## src/rtl/axis_pkt_rx_pkg.sv

```systemverilog
// Shared types and helpers for the AXI-Stream store-and-forward packet receiver.
package axis_pkt_rx_pkg;

  typedef enum logic {RECV = 1'b0, DROP = 1'b1} wr_state_e;
  typedef enum logic {IDLE = 1'b0, READ = 1'b1} rd_state_e;

  localparam int DROP_CNT_W = 16;

  function automatic logic [DROP_CNT_W-1:0] sat_inc(input logic [DROP_CNT_W-1:0] v);
    return (&v) ? v : v + 16'd1;
  endfunction

endpackage

```

## src/rtl/axis_pkt_rx_len_fifo.sv

```systemverilog
// Synchronous FIFO of committed packet lengths; head is visible combinationally.
module axis_pkt_rx_len_fifo #(
  parameter int WIDTH = 7,
  parameter int DEPTH = 8
) (
  input  logic             clk,
  input  logic             rst,
  input  logic             i_push,
  input  logic [WIDTH-1:0] i_din,
  input  logic             i_pop,
  output logic             o_full,
  output logic             o_empty,
  output logic [WIDTH-1:0] o_head
);

  localparam int AW = $clog2(DEPTH);

  logic [WIDTH-1:0] r_mem [DEPTH];
  logic [AW:0]      r_wr_ptr;
  logic [AW:0]      r_rd_ptr;
  logic             w_do_push;
  logic             w_do_pop;

  // Extra pointer bit separates full from empty when the indices coincide.
  assign o_empty   = (r_wr_ptr == r_rd_ptr);
  assign o_full    = (r_wr_ptr[AW-1:0] == r_rd_ptr[AW-1:0]) && (r_wr_ptr[AW] != r_rd_ptr[AW]);
  assign o_head    = r_mem[r_rd_ptr[AW-1:0]];
  assign w_do_push = i_push && !o_full;
  assign w_do_pop  = i_pop && !o_empty;

  always_ff @(posedge clk or posedge rst) begin
    if (rst) begin
      r_wr_ptr <= '0;
      r_rd_ptr <= '0;
    end else begin
      if (w_do_push) r_wr_ptr <= r_wr_ptr + {{AW{1'b0}}, 1'b1};
      if (w_do_pop)  r_rd_ptr <= r_rd_ptr + {{AW{1'b0}}, 1'b1};
    end
  end

  always_ff @(posedge clk) begin
    if (w_do_push) r_mem[r_wr_ptr[AW-1:0]] <= i_din;
  end

endmodule

```

## src/rtl/axis_pkt_rx.sv

```systemverilog
// AXI-Stream store-and-forward packet receiver with whole-packet drop on overflow.
// Optional macro AXIS_RX_STALL_EN adds stall_cfg backpressure injection after each accepted beat.
module axis_pkt_rx
  import axis_pkt_rx_pkg::*;
#(
  parameter int TDATA_WIDTH = 32,
  parameter int DEPTH       = 64,
  parameter int MAX_PKTS    = 8
) (
  input  logic                    clk,
  input  logic                    rst,
  input  logic [TDATA_WIDTH-1:0]  s_axis_tdata,
  input  logic                    s_axis_tlast,
  input  logic                    s_axis_tvalid,
  output logic                    s_axis_tready,
`ifdef AXIS_RX_STALL_EN
  input  logic [3:0]              stall_cfg,
`endif
  output logic                    pkt_avail,
  output logic [$clog2(DEPTH):0]  pkt_len,
  output logic [TDATA_WIDTH-1:0]  rd_data,
  output logic                    rd_last,
  output logic                    rd_valid,
  input  logic                    rd_ready,
  output logic [DROP_CNT_W-1:0]   drop_cnt
);

  localparam int AW = $clog2(DEPTH);
  localparam logic [AW:0] P_DEPTH = (AW+1)'(DEPTH);
  localparam logic [AW:0] P_ONE   = {{AW{1'b0}}, 1'b1};

  logic [TDATA_WIDTH-1:0] r_ram [DEPTH];
  logic [AW:0]            r_wr_ptr;
  logic [AW:0]            r_rd_ptr;
  logic [AW:0]            r_commit_ptr;
  logic [AW:0]            r_cur_len;
  logic [AW:0]            r_rem;
  logic [DROP_CNT_W-1:0]  r_drop_cnt;
  wr_state_e              r_wr_state;
  wr_state_e              w_wr_state_next;
  rd_state_e              r_rd_state;
  rd_state_e              w_rd_state_next;

  logic [AW:0] w_used;
  logic        w_room;
  logic        w_accept;
  logic        w_ram_we;
  logic        w_push;
  logic        w_rewind;
  logic        w_drop_inc;
  logic        w_pop;
  logic        w_rd_adv;
  logic        w_rem_load;
  logic        w_fifo_full;
  logic        w_fifo_empty;
  logic [AW:0] w_fifo_head;

  assign w_used   = r_wr_ptr - r_rd_ptr;
  assign w_room   = (w_used < P_DEPTH);
  assign w_accept = s_axis_tvalid && s_axis_tready;

`ifdef AXIS_RX_STALL_EN
  logic [3:0] r_stall_cnt;

  assign s_axis_tready = !rst && !w_fifo_full && (r_stall_cnt == 4'd0);

  always_ff @(posedge clk or posedge rst) begin
    if (rst)                     r_stall_cnt <= 4'd0;
    else if (w_accept)           r_stall_cnt <= stall_cfg;
    else if (r_stall_cnt != 4'd0) r_stall_cnt <= r_stall_cnt - 4'd1;
  end
`else
  assign s_axis_tready = !rst && !w_fifo_full;
`endif

  always_comb begin
    w_wr_state_next = r_wr_state;
    w_ram_we        = 1'b0;
    w_push          = 1'b0;
    w_rewind        = 1'b0;
    w_drop_inc      = 1'b0;
    if (w_accept) begin
      case (r_wr_state)
        RECV: begin
          if (w_room) begin
            w_ram_we = 1'b1;
            w_push   = s_axis_tlast;
          end else begin
            // RAM is full of this packet plus unread ones: abandon it whole.
            w_rewind = 1'b1;
            if (s_axis_tlast) w_drop_inc = 1'b1;
            else              w_wr_state_next = DROP;
          end
        end
        DROP: begin
          if (s_axis_tlast) begin
            w_drop_inc      = 1'b1;
            w_wr_state_next = RECV;
          end
        end
        default: w_wr_state_next = RECV;
      endcase
    end
  end

  always_ff @(posedge clk or posedge rst) begin
    if (rst) begin
      r_wr_state   <= RECV;
      r_wr_ptr     <= '0;
      r_commit_ptr <= '0;
      r_cur_len    <= '0;
      r_drop_cnt   <= '0;
    end else begin
      r_wr_state <= w_wr_state_next;
      if (w_ram_we) begin
        r_wr_ptr <= r_wr_ptr + P_ONE;
        if (w_push) begin
          r_commit_ptr <= r_wr_ptr + P_ONE;
          r_cur_len    <= '0;
        end else begin
          r_cur_len <= r_cur_len + P_ONE;
        end
      end else if (w_rewind) begin
        r_wr_ptr  <= r_commit_ptr;
        r_cur_len <= '0;
      end
      if (w_drop_inc) r_drop_cnt <= sat_inc(r_drop_cnt);
    end
  end

  always_ff @(posedge clk) begin
    if (w_ram_we) r_ram[r_wr_ptr[AW-1:0]] <= s_axis_tdata;
  end

  axis_pkt_rx_len_fifo #(
    .WIDTH (AW + 1),
    .DEPTH (MAX_PKTS)
  ) u_len_fifo (
    .clk     (clk),
    .rst     (rst),
    .i_push  (w_push),
    .i_din   (r_cur_len + P_ONE),
    .i_pop   (w_pop),
    .o_full  (w_fifo_full),
    .o_empty (w_fifo_empty),
    .o_head  (w_fifo_head)
  );

  always_comb begin
    w_rd_state_next = r_rd_state;
    rd_valid        = 1'b0;
    rd_last         = 1'b0;
    w_pop           = 1'b0;
    w_rd_adv        = 1'b0;
    w_rem_load      = 1'b0;
    case (r_rd_state)
      IDLE: begin
        if (!w_fifo_empty) begin
          w_rem_load      = 1'b1;
          w_rd_state_next = READ;
        end
      end
      READ: begin
        rd_valid = 1'b1;
        rd_last  = (r_rem == P_ONE);
        if (rd_ready) begin
          w_rd_adv = 1'b1;
          if (r_rem == P_ONE) begin
            w_pop           = 1'b1;
            w_rd_state_next = IDLE;
          end
        end
      end
      default: w_rd_state_next = IDLE;
    endcase
  end

  always_ff @(posedge clk or posedge rst) begin
    if (rst) begin
      r_rd_state <= IDLE;
      r_rd_ptr   <= '0;
      r_rem      <= '0;
    end else begin
      r_rd_state <= w_rd_state_next;
      if (w_rem_load) r_rem <= w_fifo_head;
      if (w_rd_adv) begin
        r_rd_ptr <= r_rd_ptr + P_ONE;
        r_rem    <= r_rem - P_ONE;
      end
    end
  end

  assign rd_data   = (r_rd_state == READ) ? r_ram[r_rd_ptr[AW-1:0]] : '0;
  assign pkt_avail = !w_fifo_empty;
  assign pkt_len   = w_fifo_empty ? '0 : w_fifo_head;
  assign drop_cnt  = r_drop_cnt;

endmodule

```

## config.mk

```make
export PLATFORM = sky130hd
export DESIGN_NAME = axis_pkt_rx
export DESIGN_NICKNAME = d
export VERILOG_FILES = /design/src/rtl/axis_pkt_rx_pkg.sv /design/src/rtl/axis_pkt_rx_len_fifo.sv /design/src/rtl/axis_pkt_rx.sv
export SDC_FILE = /design/constraint.sdc
export NUM_CORES = 2
export LEC_CHECK = 0
export CORE_MARGIN = 2
export CORE_UTILIZATION = 60
export CTS_BUF_LIST = sky130_fd_sc_hd__clkbuf_16
export DETAILED_ROUTE_END_ITERATION = 10
export PLACE_DENSITY = 0.78
export SYNTH_ARGS = -nofsm -noshare
export SYNTH_HDL_FRONTEND = slang
export SYNTH_HIERARCHICAL = 1
export SYNTH_SLANG_ARGS = --single-unit
```

## constraint.sdc

```tcl
create_clock -name clk -period 6.46 [get_ports clk]
set_input_delay 0.969 -clock clk [delete_from_list [all_inputs] [get_ports clk]]
set_output_delay 0.969 -clock clk [all_outputs]
set_load 0.005 [all_outputs]
```

==> results.rst <==
.. list-table::
   :header-rows: 1

   * - Metric
     - Value
   * - Outcome
     - finished, violations left
   * - Failing checks
     - slew limit
   * - Fraction of the core area covered by cells at the end of the flow
     - 0.678
   * - Part of the Yosys area used for sequential elements
     - 0.773
   * - Clock skew after layout
     - 24.1 ps
   * - CTS Hold Buffers Added
     - 0
   * - Final design area excluding fillers
     - 94300 um2
   * - Most frequent cell on the critical path
     - sky130_fd_sc_hd__o21ai_0
   * - Top metal layer carrying routed signals
     - met5
   * - Largest family of logic cells by synthesized area
     - multiplexers
   * - Mapped Avg Cell Area
     - 22.0 um2
   * - Delay of the slowest cell on the worst path
     - 1070 ps
   * - Critical path origin
     - r_rd_ptr[0]$_DFFE_PP0P_
   * - Netlist Area Pre-Place
     - 83700 um2
   * - Routed wl met3
     - 28000 um
   * - Max Cap Viol
     - 0
   * - Clock Tree Root
     - sky130_fd_sc_hd__clkbuf_16
   * - Core footprint
     - 139000 um2
   * - CTS tree
     - built
   * - Worst path arrival time
     - 5290 ps
   * - Data required time at the worst endpoint
     - 5490 ps
   * - Chain of cells forming the critical path
     - buf_4 > mux4_2 > mux2_2 > o221ai_1 > a31oi_1 > o21ai_0 > o21ai_0 > clkdlybuf4s50_1
   * - Post-layout power
     - 39900 uW
   * - Antenna violations before repair
     - 19
   * - Quantity of gates resized following cts
     - 0
   * - Top Family by Delay on Critical Path
     - compound AO/OA/AOI/OAI gates
   * - Endpoint of the most critical register-to-register path
     - r_ram[41][4]$_DFFE_PP_
   * - Worst-skew pair later-pin latency
     - 840 ps
   * - Total cell area at the placement stage
     - 87900 um2
   * - Netlist cell types
     - 62
   * - Initial Utilization
     - 0.602
   * - CP Capture Type
     - output pin
   * - Shortest clock period the worst path allows after layout
     - 6260 ps
   * - Post-route ant nets
     - 0
   * - X dimension of the die
     - 378 um
   * - DRT Pass-1 Iters
     - 5
   * - Largest vdd supply drop
     - 0.415 mV
   * - Fraction of synthesized area in multiplexers
     - 0.163
   * - Switch Pwr
     - 12600 uW
   * - Number of vias after detailed routing
     - 43300
   * - Hold violation count in the final report
     - 0
   * - Number of enable flip-flop cells after synthesis
     - 2104
   * - Area of the die
     - 143000 um2
   * - Depth of the worst register-to-register path
     - 8
   * - Post-CTS Repair Setup Buffers
     - 0
   * - Layout area overhead
     - 12.6%
   * - Portion of the clock cycle consumed by the worst path in the final layout
     - 0.969
   * - Switching power share of the total
     - 0.317
   * - Portion of total power attributed to combinational logic
     - 0.310
   * - Synth Area in XOR/XNOR
     - 0.00501
   * - Total of fill cells in the finished design
     - 8036
   * - Overflow left after global routing
     - 0
   * - Post-synthesis net count
     - 3855
   * - Pin count of the biggest net entering global routing
     - 79
   * - Unrepaired setup endpoints after global routing
     - false
   * - Post-route DRC
     - 0
   * - CP startpoint kind
     - register
   * - Final total negative setup slack
     - 0 ps
   * - Internal power of the cells
     - 27200 uW
   * - Number of rows created at floorplan
     - 137
   * - Top-level I/O count
     - 96
   * - Critical path destination
     - rd_data[14]
   * - Count of H-tree levels built during CTS
     - 4
   * - Post-synthesis compound-gate area fraction
     - 0.0215
   * - Die span in y
     - 378 um
   * - Routed met1 length
     - 75100 um
   * - Count of nets after finishing
     - 4120
   * - Power density cells
     - 423 nW/um2
   * - Count of routing violations after the opening detailed-route iteration
     - 6504
   * - Number of I/O port buffers
     - 95
   * - Number of global-route vias before repair
     - 43300
   * - Number of buffers and inverters on the critical path
     - 2
   * - Worst Path Class, Setup
     - register to output pin
   * - Max clock buf depth
     - 3
   * - Number of pins with negative max-slew slack in the final report
     - 2
   * - Placer's final routability congestion estimate
     - 0.815
   * - Worst reg2reg path startpoint
     - u_len_fifo/r_rd_ptr[1]$_DFFE_PP0P_
   * - Vias per std cell
     - 7.07
   * - Worst setup slack before clock tree synthesis
     - 1300 ps
   * - Path category of the worst min-delay check
     - register to register
   * - DP Wirelength
     - 117000 um
   * - Number of failing setup endpoints in the final timing report
     - 0
   * - Detailed Route WL
     - 221000 um
   * - Wire per inst
     - 36.0 um
   * - Share of flip-flops with an asynchronous set or reset after synthesis
     - 0.0282
   * - Setup slack of the critical path after layout
     - 197 ps
   * - Post-synthesis share of cell area spent on and, or, nand and nor gates
     - 0.0226
   * - Clock-pin transition on the worst setup and hold timing paths
     - 60 ps
   * - Dominant synthesized flop cell
     - sky130_fd_sc_hd__edfxtp_1
   * - Wire length of the first global-routing pass
     - 314000 um
   * - Number of warnings issued by yosys
     - 6
   * - Worst slew margin relative to its limit
     - -0.0115
   * - Seq cells post-synth
     - 2165
   * - Flop-to-flop setup slack
     - 1680 ps
   * - Met2 wire len
     - 106000 um
   * - Actual slew at the worst max-slew pin
     - 1520 ps
   * - Max Fanout on Critical Path
     - 38
   * - Number of gates on the worst path with buffers counted
     - 8
   * - Highest attainable clock frequency
     - 160 MHz
   * - Clock buffer count from CTS
     - 200
   * - Static power due to leakage
     - 0.0299 uW
   * - Share of power burned in registers
     - 0.404
   * - Gate Count Post-Synth
     - 3805
   * - Fraction of final layout cells sized beyond drive strength 1
     - 0.279
   * - Fraction of the mapped netlist area in adder cells
     - 0.00194
   * - Fraction of power consumed by the clock network
     - 0.287
   * - Sinks on the clock net
     - 2165
   * - Gr usage total
     - 0.316
   * - Slowest cell on the critical path
     - sky130_fd_sc_hd__dfrtp_4
[cell usage after synthesis (5+ instances only)]
cell	instances	area (um2)
sky130_fd_sc_hd__o221ai_1	16	140
sky130_fd_sc_hd__nand2_1	178	668
sky130_fd_sc_hd__o22ai_1	16	100
sky130_fd_sc_hd__buf_1	20	75.1
sky130_fd_sc_hd__edfxtp_1	2104	63200
sky130_fd_sc_hd__a31oi_1	63	394
sky130_fd_sc_hd__a22oi_1	17	128
sky130_fd_sc_hd__clkbuf_1	87	327
sky130_fd_sc_hd__a211oi_1	23	173
sky130_fd_sc_hd__nor2b_1	10	62.6
sky130_fd_sc_hd__mux2_2	49	552
sky130_fd_sc_hd__nor2_1	142	533
sky130_fd_sc_hd__nand4_1	9	56.3
sky130_fd_sc_hd__inv_1	17	63.8
sky130_fd_sc_hd__xor2_1	20	175
sky130_fd_sc_hd__mux2i_1	58	581
sky130_fd_sc_hd__and3_1	7	43.8
sky130_fd_sc_hd__xnor2_1	21	184
sky130_fd_sc_hd__a22o_1	5	43.8
sky130_fd_sc_hd__ha_1	13	163
sky130_fd_sc_hd__buf_2	68	340
sky130_fd_sc_hd__o21ai_0	85	425
sky130_fd_sc_hd__dfrtp_1	61	1530
sky130_fd_sc_hd__mux4_2	557	12500
sky130_fd_sc_hd__nor3_1	15	75.1
sky130_fd_sc_hd__buf_4	23	173
sky130_fd_sc_hd__a21oi_1	14	70.1
sky130_fd_sc_hd__buf_6	6	67.6
sky130_fd_sc_hd__a221oi_1	17	149
sky130_fd_sc_hd__nand3_1	21	105
[routing by layer]
layer | vias up | GRT usage
li1 | 16500 | -
met1 | 22500 | 0.423
met2 | 3603 | 0.495
met3 | 662 | 0.0836
met4 | 22 | 0.141
met5 | - | 0
[power groups by stage]
| stage | registers [uW] | logic [uW] | clock network (uW) |
|---|---|---|---|
| 2_1_floorplan | 16100 | 7470 | 0 |
| 3_5_place_dp | 16400 | 11900 | 0 |
| 3_3_place_gp | 16400 | 11800 | 0 |
| 5_1_grt | 16100 | 12800 | 12000 |
| 6_report | 16100 | 12300 | 11400 |
| 4_1_cts | 16100 | 12200 | 11500 |
[cells by family (layout without fill, tap and decap cells)]
| family | count (synthesis) | in the layout |
|---|---|---|
| AND/OR/NAND/NOR | 421 | 421 |
| multiplexers | 664 | 664 |
| adder cells (fa/ha/maj) | 13 | 13 |
| AO/OA/AOI/OAI | 275 | 275 |
| XOR/XNOR | 44 | 44 |
| buffers and inverters | 223 | 659 |
| flip-flops | 2165 | 2165 |
| other | 0 | 9 |
[metrics by stage]
stage / std cells / hold WS (ps)
2_1_floorplan: 3805 / 445
3_3_place_gp: 5742 / 467
3_5_place_dp: 5742 / 467
4_1_cts: 6115 / 483
5_1_grt: 6120 / 512
6_report: 6126 / 482
[how the worst min path moves through the flow]
stage | from | end | cells after the start
global placement | r_rem[5]$_DFFE_PP0P_ | r_rem[5]$_DFFE_PP0P_ | 1
floorplan | r_rem[5]$_DFFE_PP0P_ | r_rem[5]$_DFFE_PP0P_ | 1
finish | r_rem[5]$_DFFE_PP0P_ | r_rem[5]$_DFFE_PP0P_ | 1
CTS | r_rem[5]$_DFFE_PP0P_ | r_rem[5]$_DFFE_PP0P_ | 1
global route | drop_cnt[2]$_DFFE_PP0P_ | drop_cnt[2]$_DFFE_PP0P_ | 1
detailed placement | r_rem[5]$_DFFE_PP0P_ | r_rem[5]$_DFFE_PP0P_ | 1
[cell type report]
cell class / instances / area [um2] / area share
sequential: 2165 / 64700 / 0.686
multi-input combinational: 1417 / 18500 / 0.196
clock buffer: 206 / 5150 / 0.0547
tap: 1876 / 2350 / 0.0249
timing repair buffer: 267 / 2310 / 0.0245
clock inverter: 167 / 1180 / 0.0125
inverter: 19 / 78.8 / 0.000836
antenna: 9 / 22.5 / 0.000239
[flip-flops by register name, indices dropped and copies added (netlist names)]
name and cells:
u_len_fifo/r_wr_ptr 4, r_rd_ptr 7, drop_cnt 16, r_wr_ptr 7
r_ram 2048, r_cur_len 7, u_len_fifo/r_rd_ptr 4, u_len_fifo/r_mem 56
r_wr_state 1, r_commit_ptr 7, r_rd_state 1, r_rem 7
[layout by cell type (no fill, tap or decap), drive strengths merged, types with 49 or more instances in the layout]
cell	n
mux4	557
dfrtp	61
mux2	49
edfxtp	2104
a31oi	63
clkbuf	208
clkinv	93
buf	202
nor2	142
o21ai	85
clkdlybuf4s50	63
inv	73
nand2	178
mux2i	58
(Power assumes the default switching activity.)
